==> src/rtl/hue_stage2.sv <==
// Final hue stage: scale the Q8.8 quotient by 60, add the sector offset, wrap to 0..359, flag the match window.
// Latency: 3 cycles i_valid -> o_valid, one sample per clock; bubbles pass through unchanged.
// Backpressure: none; the pipeline always advances. Build option HUE_STAGE2_ROUND_EN selects half-up rounding.
module hue_stage2 #(
  parameter int HUE_LO  = 0,
  parameter int HUE_HI  = 20,
  parameter int LATENCY = 3
) (
  input  logic        i_clk,
  input  logic        i_rst,
  input  logic [15:0] i_data,
  input  logic [1:0]  i_function,
  input  logic        i_valid,
  output logic [8:0]  o_hue,
  output logic        o_match,
  output logic        o_valid
);

  // The three register stages are hard-wired; any other depth is a build error.
  generate
    if (LATENCY != 3) begin : g_bad_latency
      $error("hue_stage2: LATENCY must be 3");
    end
  endgenerate

  // A window whose low bound exceeds its high bound wraps through 0 degrees.
  localparam bit WIN_WRAPS = (HUE_LO > HUE_HI);

  // 360 degrees and the sector offsets, all in Q.8.
  localparam logic signed [23:0] FULL_TURN = 24'sd92160;
  localparam logic signed [23:0] OFS_G     = 24'sd30720;
  localparam logic signed [23:0] OFS_B     = 24'sd61440;

  // Stage A: quotient * 60, Q15.8. |q| <= 0x8000 keeps the product inside 23 signed bits.
  logic signed [22:0] mul_p;
  logic signed [22:0] a_p;
  logic [1:0]         a_func;
  logic               a_valid;

  assign mul_p = $signed({{7{i_data[15]}}, i_data}) * $signed(23'd60);

  // Stage A registers: product, function code and valid travel together.
  always_ff @(posedge i_clk or posedge i_rst) begin
    if (i_rst) begin
      a_p     <= '0;
      a_func  <= '0;
      a_valid <= 1'b0;
    end else begin
      a_p     <= mul_p;
      a_func  <= i_function;
      a_valid <= i_valid;
    end
  end

  // Stage B: add the sector offset; achromatic samples are forced to 0 whatever the quotient.
  logic signed [23:0] b_next;
  logic signed [23:0] b_s;
  logic               b_valid;

  // Select the sector offset from the function code.
  always_comb begin
    b_next = '0;
    case (a_func)
      2'b00:   b_next = {a_p[22], a_p};
      2'b01:   b_next = {a_p[22], a_p} + OFS_G;
      2'b10:   b_next = {a_p[22], a_p} + OFS_B;
      default: b_next = '0;
    endcase
  end

  // Stage B registers.
  always_ff @(posedge i_clk or posedge i_rst) begin
    if (i_rst) begin
      b_s     <= '0;
      b_valid <= 1'b0;
    end else begin
      b_s     <= b_next;
      b_valid <= a_valid;
    end
  end

  // Stage C: lift negatives by one turn, extract the integer degrees, fold 360+ back by one turn.
  // Out-of-range quotients are wrapped exactly once and otherwise left alone.
  logic signed [23:0] s_wrap;
  logic signed [23:0] s_rnd;
  logic [8:0]         h_raw;
  logic [8:0]         h;
  int                 h_int;
  logic               win_hit;
  logic               unused_bits;

  // Wrap, optional rounding, degree extraction and window test.
  always_comb begin
    s_wrap = b_s;
    if (b_s[23]) begin
      s_wrap = b_s + FULL_TURN;
    end
`ifdef HUE_STAGE2_ROUND_EN
    s_rnd = s_wrap + 24'sd128;
`else
    s_rnd = s_wrap;
`endif
    h_raw = s_rnd[16:8];
    h     = h_raw;
    if (h_raw >= 9'd360) begin
      h = h_raw - 9'd360;
    end
    h_int = int'(h);
    if (WIN_WRAPS) begin
      win_hit = (h_int >= HUE_LO) || (h_int <= HUE_HI);
    end else begin
      win_hit = (h_int >= HUE_LO) && (h_int <= HUE_HI);
    end
  end

  // Fraction and high bits of s only matter through the wrap decision and rounding carry.
  assign unused_bits = ^{s_rnd[23:17], s_rnd[7:0], s_wrap[23:17]};

  // Output registers, gated by valid so a bubble never shows stale hue or match.
  always_ff @(posedge i_clk or posedge i_rst) begin
    if (i_rst) begin
      o_hue   <= '0;
      o_match <= 1'b0;
      o_valid <= 1'b0;
    end else begin
      o_valid <= b_valid;
      o_hue   <= b_valid ? h : 9'd0;
      o_match <= b_valid & win_hit;
    end
  end

endmodule

==> config.mk <==
export PLATFORM = sky130hd
export DESIGN_NAME = hue_stage2
export DESIGN_NICKNAME = d
export VERILOG_FILES = /design/src/rtl/hue_stage2.sv
export SDC_FILE = /design/constraint.sdc
export NUM_CORES = 1
export LEC_CHECK = 0
export ABC_AREA = 1
export ABC_CLOCK_PERIOD_IN_PS = 2500
export CAP_MARGIN = 20
export CELL_PAD_IN_SITES_DETAIL_PLACEMENT = 1
export CELL_PAD_IN_SITES_GLOBAL_PLACEMENT = 1
export CORE_UTILIZATION = 45
export DETAILED_ROUTE_END_ITERATION = 7
export DONT_BUFFER_PORTS = 1
export PLACE_DENSITY_LB_ADDON = 0.1
export SYNTH_ARGS = -nofsm -noshare
export SYNTH_HDL_FRONTEND = slang
export SYNTH_SLANG_ARGS = --single-unit
==> constraint.sdc <==
create_clock -name i_clk -period 2.5 [get_ports i_clk]
set_clock_uncertainty 0.15 [all_clocks]
set_input_delay 0.625 -clock i_clk [delete_from_list [all_inputs] [get_ports i_clk]]
set_output_delay 0.625 -clock i_clk [all_outputs]
set_load 0.01 [all_outputs]
# Word-level counts from Yosys, hierarchy flattened
# Cells that the tools add are included.
word_totals:
  output_inout_bits: 11
  in_bits: 21
  rom_bits: 0
  n_memories: 0
  register_bits: 60
  latch_bits: 0
  wordCells: 23
  mem_bits_rw: 0
classes:
  div_mod_pow: 0
  add_sub_neg: 4
  n_eq_ne: 2
  bitwise: 1
  order_cmp: 2
  muxes: 4
  multipliers: 1
  shift: 0
  reduce_logical: 1
op_table:
  columns: ["op", "count"]
  rows:
  - ["$pmux 24 s3", 1]
  - ["$add 23x16->24 const B", 1]
  - ["$add 23x17->24 const B", 1]
  - ["$mul 16x5->21 const B", 1]
  - ["$mux 9", 2]
  - ["$add 17x17->17 const B", 1]
  - ["$mux 17", 1]
  - ["$ge 9x9->1 const B", 1]
  - ["$le 9x5->1 const B", 1]
  - ["$sub 9x9->9 const B", 1]
  - ["$eq 2x1->1 const B", 1]
  - ["$eq 2x2->1 const B", 1]
  - ["$logic_not 2->1", 1]
  - ["$and 1x1->1", 1]

# Depth between registers and ports, before layout
# Gate-level depths: netlist (run 1).
logic_depth:
  ltp_word: 6
  mapped_depth: 16
  mapped_depth_nobuf: 16

# Worst setup path after synthesis (run 1)
# OpenSTA, ideal clock, no wires.
synth_path:
  kind: "in2reg"
  startpoint: "input port i_data[7]"
  endpoint: "register a_p[17]"
  slack_ps: -947
  stages: 11
  arrival_ps: 3217
  setup_ps: 79
  required_time_ps: 2271
  path_buffers: 0
  cell_sequence: "ha_1 -> fa_1 -> inv_1 -> fa_1 -> inv_1 -> ha_1 -> nand2_1 -> nor4_1 -> a21oi_1 -> o21ai_1 -> xor2_1"
synth_via:
  elab_chain_cells: 1
synth_lines:
  columns: ["item", "line_no", "rtl"]
  rows:
  - ["from (decl)", "11", "input logic [15:0] i_data,"]
  - ["$mul 16x5->21", "40", "assign mul_p = $signed({{7{i_data[15]}}, i_data}) * $signed(23'd60);"]
  - ["named net mul_p[17]", "35", "logic signed [22:0] mul_p;"]
  - ["to (signal assigned)", "49", "a_p <= mul_p;"]
  - ["to (decl)", "36", "logic signed [22:0] a_p;"]
# The timed path passes the listed nets, and every way through them passes these cells.

# Worst setup path after layout (run 1)
layout_path:
  startpoint: "input port i_data[3]"
  endpoint: "register a_p[17]"
# Same word-level chain as after synthesis.

==> metrics.log, run 1 <==
INFO  metric number_of_global_route_vias_before_repair = 3633
INFO  metric clk_latency = 0.30 ns
INFO  metric fin_crit = ~3.1 ns
INFO  metric grt.overflow.total = 0
INFO  metric tritoncts = done
INFO  metric synth_fp_nets = 532
INFO  metric via_per_inst = 5.21
INFO  metric cts.root.buffer_cell = sky130_fd_sc_hd__clkbuf_8
INFO  metric failed_checks = setup timing
INFO  metric fp-row-count = 32
INFO  metric synthTopCellsByArea = sky130_fd_sc_hd__dfrtp_1 27%, sky130_fd_sc_hd__fa_1 14%, sky130_fd_sc_hd__ha_1 14%
INFO  metric io_buffers = 0
INFO  metric num_io_pins = 32
INFO  metric drtPass1Iterations = 4
INFO  metric post_route_standard_cell_area_excluding_fillers = 4830 um2
INFO  metric maxSlewHeadroom = 59.5%
INFO  metric ys_seq_area_share = between 20% and 30%
INFO  metric htree_levels = 2
INFO  metric minimum_setup_slack_after_placement = -0.953 ns
INFO  metric synth_enable_flop_cells = 0
INFO  metric timing.final.max_slew_violations = 0
INFO  metric share_of_flip_flops_with_an_asynchronous_set_or_reset = between 90% and 100%
INFO  metric pwr_density_cell = 1060 nW/um2
INFO  metric total_leakage_power = 2.43 nW
INFO  metric finalWeightedCongestion = 0.887
INFO  metric drtAntennaViolNets = 0
INFO  metric drc_violations_left = 0
INFO  metric startpoint_type = primary input
INFO  metric period_share = 125%
INFO  metric crit_arrival = about 3.2 ns
INFO  metric wirelength = 9810 um
INFO  metric synth_area = 3650 um2
INFO  metric grt_setup_unrepaired = true
INFO  metric yosys_warnings = 0
INFO  metric dpl.cell_count = 591
INFO  metric postLayoutSetupSlackWorst = -0.630 ns
INFO  metric hold_path_class = primary input to async pin
INFO  metric start_util = 46.8%
INFO  metric detail_route.wl_per_cell = 16.2 um
INFO  metric final.fill_count = 917
INFO  metric grt_start_max_net_pins = 28
INFO  metric post_synth.cell_area_avg = 8.21 um2
INFO  metric synth.ff_latch_count = 40
INFO  metric post_dp_area = about 4500 um2
INFO  metric irDropWorstVdd = 0.000375 V
INFO  metric die_x = 92.1 um
INFO  metric clock_input_transition_at_the_sequential_cells_of_the_worst_setup_and_hold_paths = 0.08 ns
INFO  metric grt_usage = 23.7%
INFO  metric final_layout_size_suffix_gt1_share = 30.5%
INFO  metric fin_nets = 591
INFO  metric critPathKind = primary input to flop
INFO  metric maxCapViolCount = 0
INFO  metric hold_vio_cnt_final = 0
INFO  metric cts.hold.buffers_added = 0
INFO  metric synth_flop_cell = sky130_fd_sc_hd__dfrtp_1
INFO  metric fmaxAchievable = 0.319 GHz
INFO  metric setup_tns = -7.71 ns
INFO  metric antenna-diode-count = 0
INFO  metric final-instance-count-excl-fill = a little over 600
INFO  metric worstSetupEndpointType = flop
INFO  metric synth.top_cell.area_share = around 27%
INFO  metric core-area = approximately 8000 um2
INFO  metric detailedPlacementHpwl = 7380 um
INFO  metric critical_path_peak_fanout = 3
INFO  metric cts_num_sinks = 40
INFO  metric detailroute.via_count = roughly 3200
INFO  metric dieArea = 8480 um2
INFO  metric post_synth_inst_count = 445
INFO  metric worst-slew-pin-transition = about 0.6 ns
INFO  metric antenna_found_initial = 0
INFO  metric setup_violations = 15
INFO  metric chipHeight = just over 90 um
INFO  metric cts.path.max_buffers = 2
INFO  metric global_route_wire_length_before_repair = ~16000 um
INFO  metric yosysUniqueCellTypes = 35
INFO  metric status = finished, violations left
INFO  metric dr.first_iter.drc_count = 45
INFO  metric area_delta_synth_final = 32.2%
INFO  metric yosys.area.top_type = sky130_fd_sc_hd__dfrtp_1
INFO  metric cts_buffers = 5
INFO  metric required = 2.54 ns
[final timing paths]
path | start | endpoint | slack [ns] | cells after the start
hold / removal | i_rst | o_hue[1]$_DFF_PP0_ | 0.12 | 1
min in group i_clk | i_function[1] | a_func[1]$_DFF_PP0_ | 0.19 | 0
hold reg to reg | a_valid$_DFF_PP0_ | b_valid$_DFF_PP0_ | 0.22 | 0
setup / recovery | i_data[3] | a_p[17]$_DFF_PP0_ | -0.63 | 13
max in group asynchronous | i_rst | a_func[0]$_DFF_PP0_ | 1.53 | 2
setup reg to reg | b_s[11]$_DFF_PP0_ | o_match$_DFF_PP0_ | 0.24 | 16
[per-stage QoR]
stage               hold WS (ns)  power (mW)  utilization, %
finish                     0.122        5.10            61.8
floorplan                  0.181        3.23               -
detailed placement         0.197        4.19            57.9
global placement           0.187        4.03            57.9
CTS                        0.134        4.84            60.4
global route               0.141        5.52            61.8
[flip-flops by register name, summed over array words and instances, names as in the netlist]
name and flops:
a_func 2, a_p 15, a_valid 1, b_s 10, b_valid 1, o_hue 9, o_match 1, o_valid 1
[final cells by class]
cell class	count	area [um2]	share of cell area (%)
Clock buffer	6	82.6	1.71
Clock inverter	2	13.8	0.285
Inverter	96	360	7.47
Multi-Input combinational cell	308	2820	58.4
Sequential cell	40	1000	20.7
Tap cell	102	128	2.64
Timing Repair Buffer	53	422	8.74
[worst max-delay path, cell delays in order]
cell and delay (ns):
sky130_fd_sc_hd__ha_4 0.22, sky130_fd_sc_hd__fa_1 0.51, sky130_fd_sc_hd__inv_2 0.04, sky130_fd_sc_hd__fa_1 0.51
sky130_fd_sc_hd__inv_2 0.05, sky130_fd_sc_hd__ha_4 0.25, sky130_fd_sc_hd__a21oi_2 0.21, sky130_fd_sc_hd__o21ai_1 0.10
sky130_fd_sc_hd__nand2_1 0.07, sky130_fd_sc_hd__nand2_1 0.10, sky130_fd_sc_hd__a21oi_2 0.22, sky130_fd_sc_hd__o21ai_2 0.09
sky130_fd_sc_hd__xor2_1 0.17
[synthesized netlist by cell type (2+ instances only)]
cell type                   n
sky130_fd_sc_hd__dfrtp_1   40
sky130_fd_sc_hd__o21ai_1    5
sky130_fd_sc_hd__nand3_1   22
sky130_fd_sc_hd__nor2_2     2
sky130_fd_sc_hd__o21ai_0   14
sky130_fd_sc_hd__nand3b_1   4
sky130_fd_sc_hd__nand2_4    3
sky130_fd_sc_hd__o221ai_1   3
sky130_fd_sc_hd__a21o_1     5
sky130_fd_sc_hd__ha_1      40
sky130_fd_sc_hd__inv_1     93
sky130_fd_sc_hd__a21oi_1   24
sky130_fd_sc_hd__nand4_1    6
sky130_fd_sc_hd__nand2_2    3
sky130_fd_sc_hd__nand2_1   86
sky130_fd_sc_hd__fa_1      26
sky130_fd_sc_hd__nor3_1     2
sky130_fd_sc_hd__inv_2      2
sky130_fd_sc_hd__nor2_1    29
sky130_fd_sc_hd__xnor2_1    7
sky130_fd_sc_hd__xor2_1    15
[cells in the final DEF, fill, tap and decap left out, drive strengths merged, types with 2 or more instances in the layout]
cell type,n
a21o,5
a21oi,24
buf,53
clkbuf,6
clkinv,2
dfrtp,40
fa,26
ha,40
inv,96
nand2,92
nand3,23
nand3b,4
nand4,6
nor2,31
nor3,2
o21ai,19
o221ai,3
xnor2,7
xor2,16
[metal layers]
metal	track usage [%]	vias up	share of wire (%)
met4	9.51	0	3.2
met1	25.2	1566	39
met3	2.07	27	1.9
li1	-	1520	-
met5	0	-	0
met2	47.3	52	56
[report_power, final]
part	switching [mW]	total, mW	internal, mW
Sequential	0.189	1.09	0.906
Combinational	1.94	3.53	1.59
Clock	0.249	0.475	0.226
[kinds of logic after synthesis]
logic type / after synthesis / share of synthesized area (%)
AND/OR/NAND/NOR: 160 / 19.4
buffers and inverters: 97 / 10.2
adder cells (fa/ha/maj): 66 / 28.0
AO/OA/AOI/OAI: 59 / 9.39
flip-flops: 40 / 27.4
XOR/XNOR: 23 / 5.72
[repair_timing]
action                                  4_1_cts  5_1_grt
gates resized for setup                      15       21
pin swaps                                    29       16
endpoints found under the setup margin       15       16
buffers inserted                              8        2
Power figures use the tool's default switching activity.
==> inputs of run 2 (changes only) <==
--- a/config.mk
+++ b/config.mk
@@ -14,6 +14,7 @@
 export DETAILED_ROUTE_END_ITERATION = 7
 export DONT_BUFFER_PORTS = 1
 export PLACE_DENSITY_LB_ADDON = 0.1
+export SETUP_SLACK_MARGIN = 0.02
 export SYNTH_ARGS = -nofsm -noshare
 export SYNTH_HDL_FRONTEND = slang
 export SYNTH_SLANG_ARGS = --single-unit
==> results of run 2 <==
Final layout, timing and power as in run 1 (identical DEF).
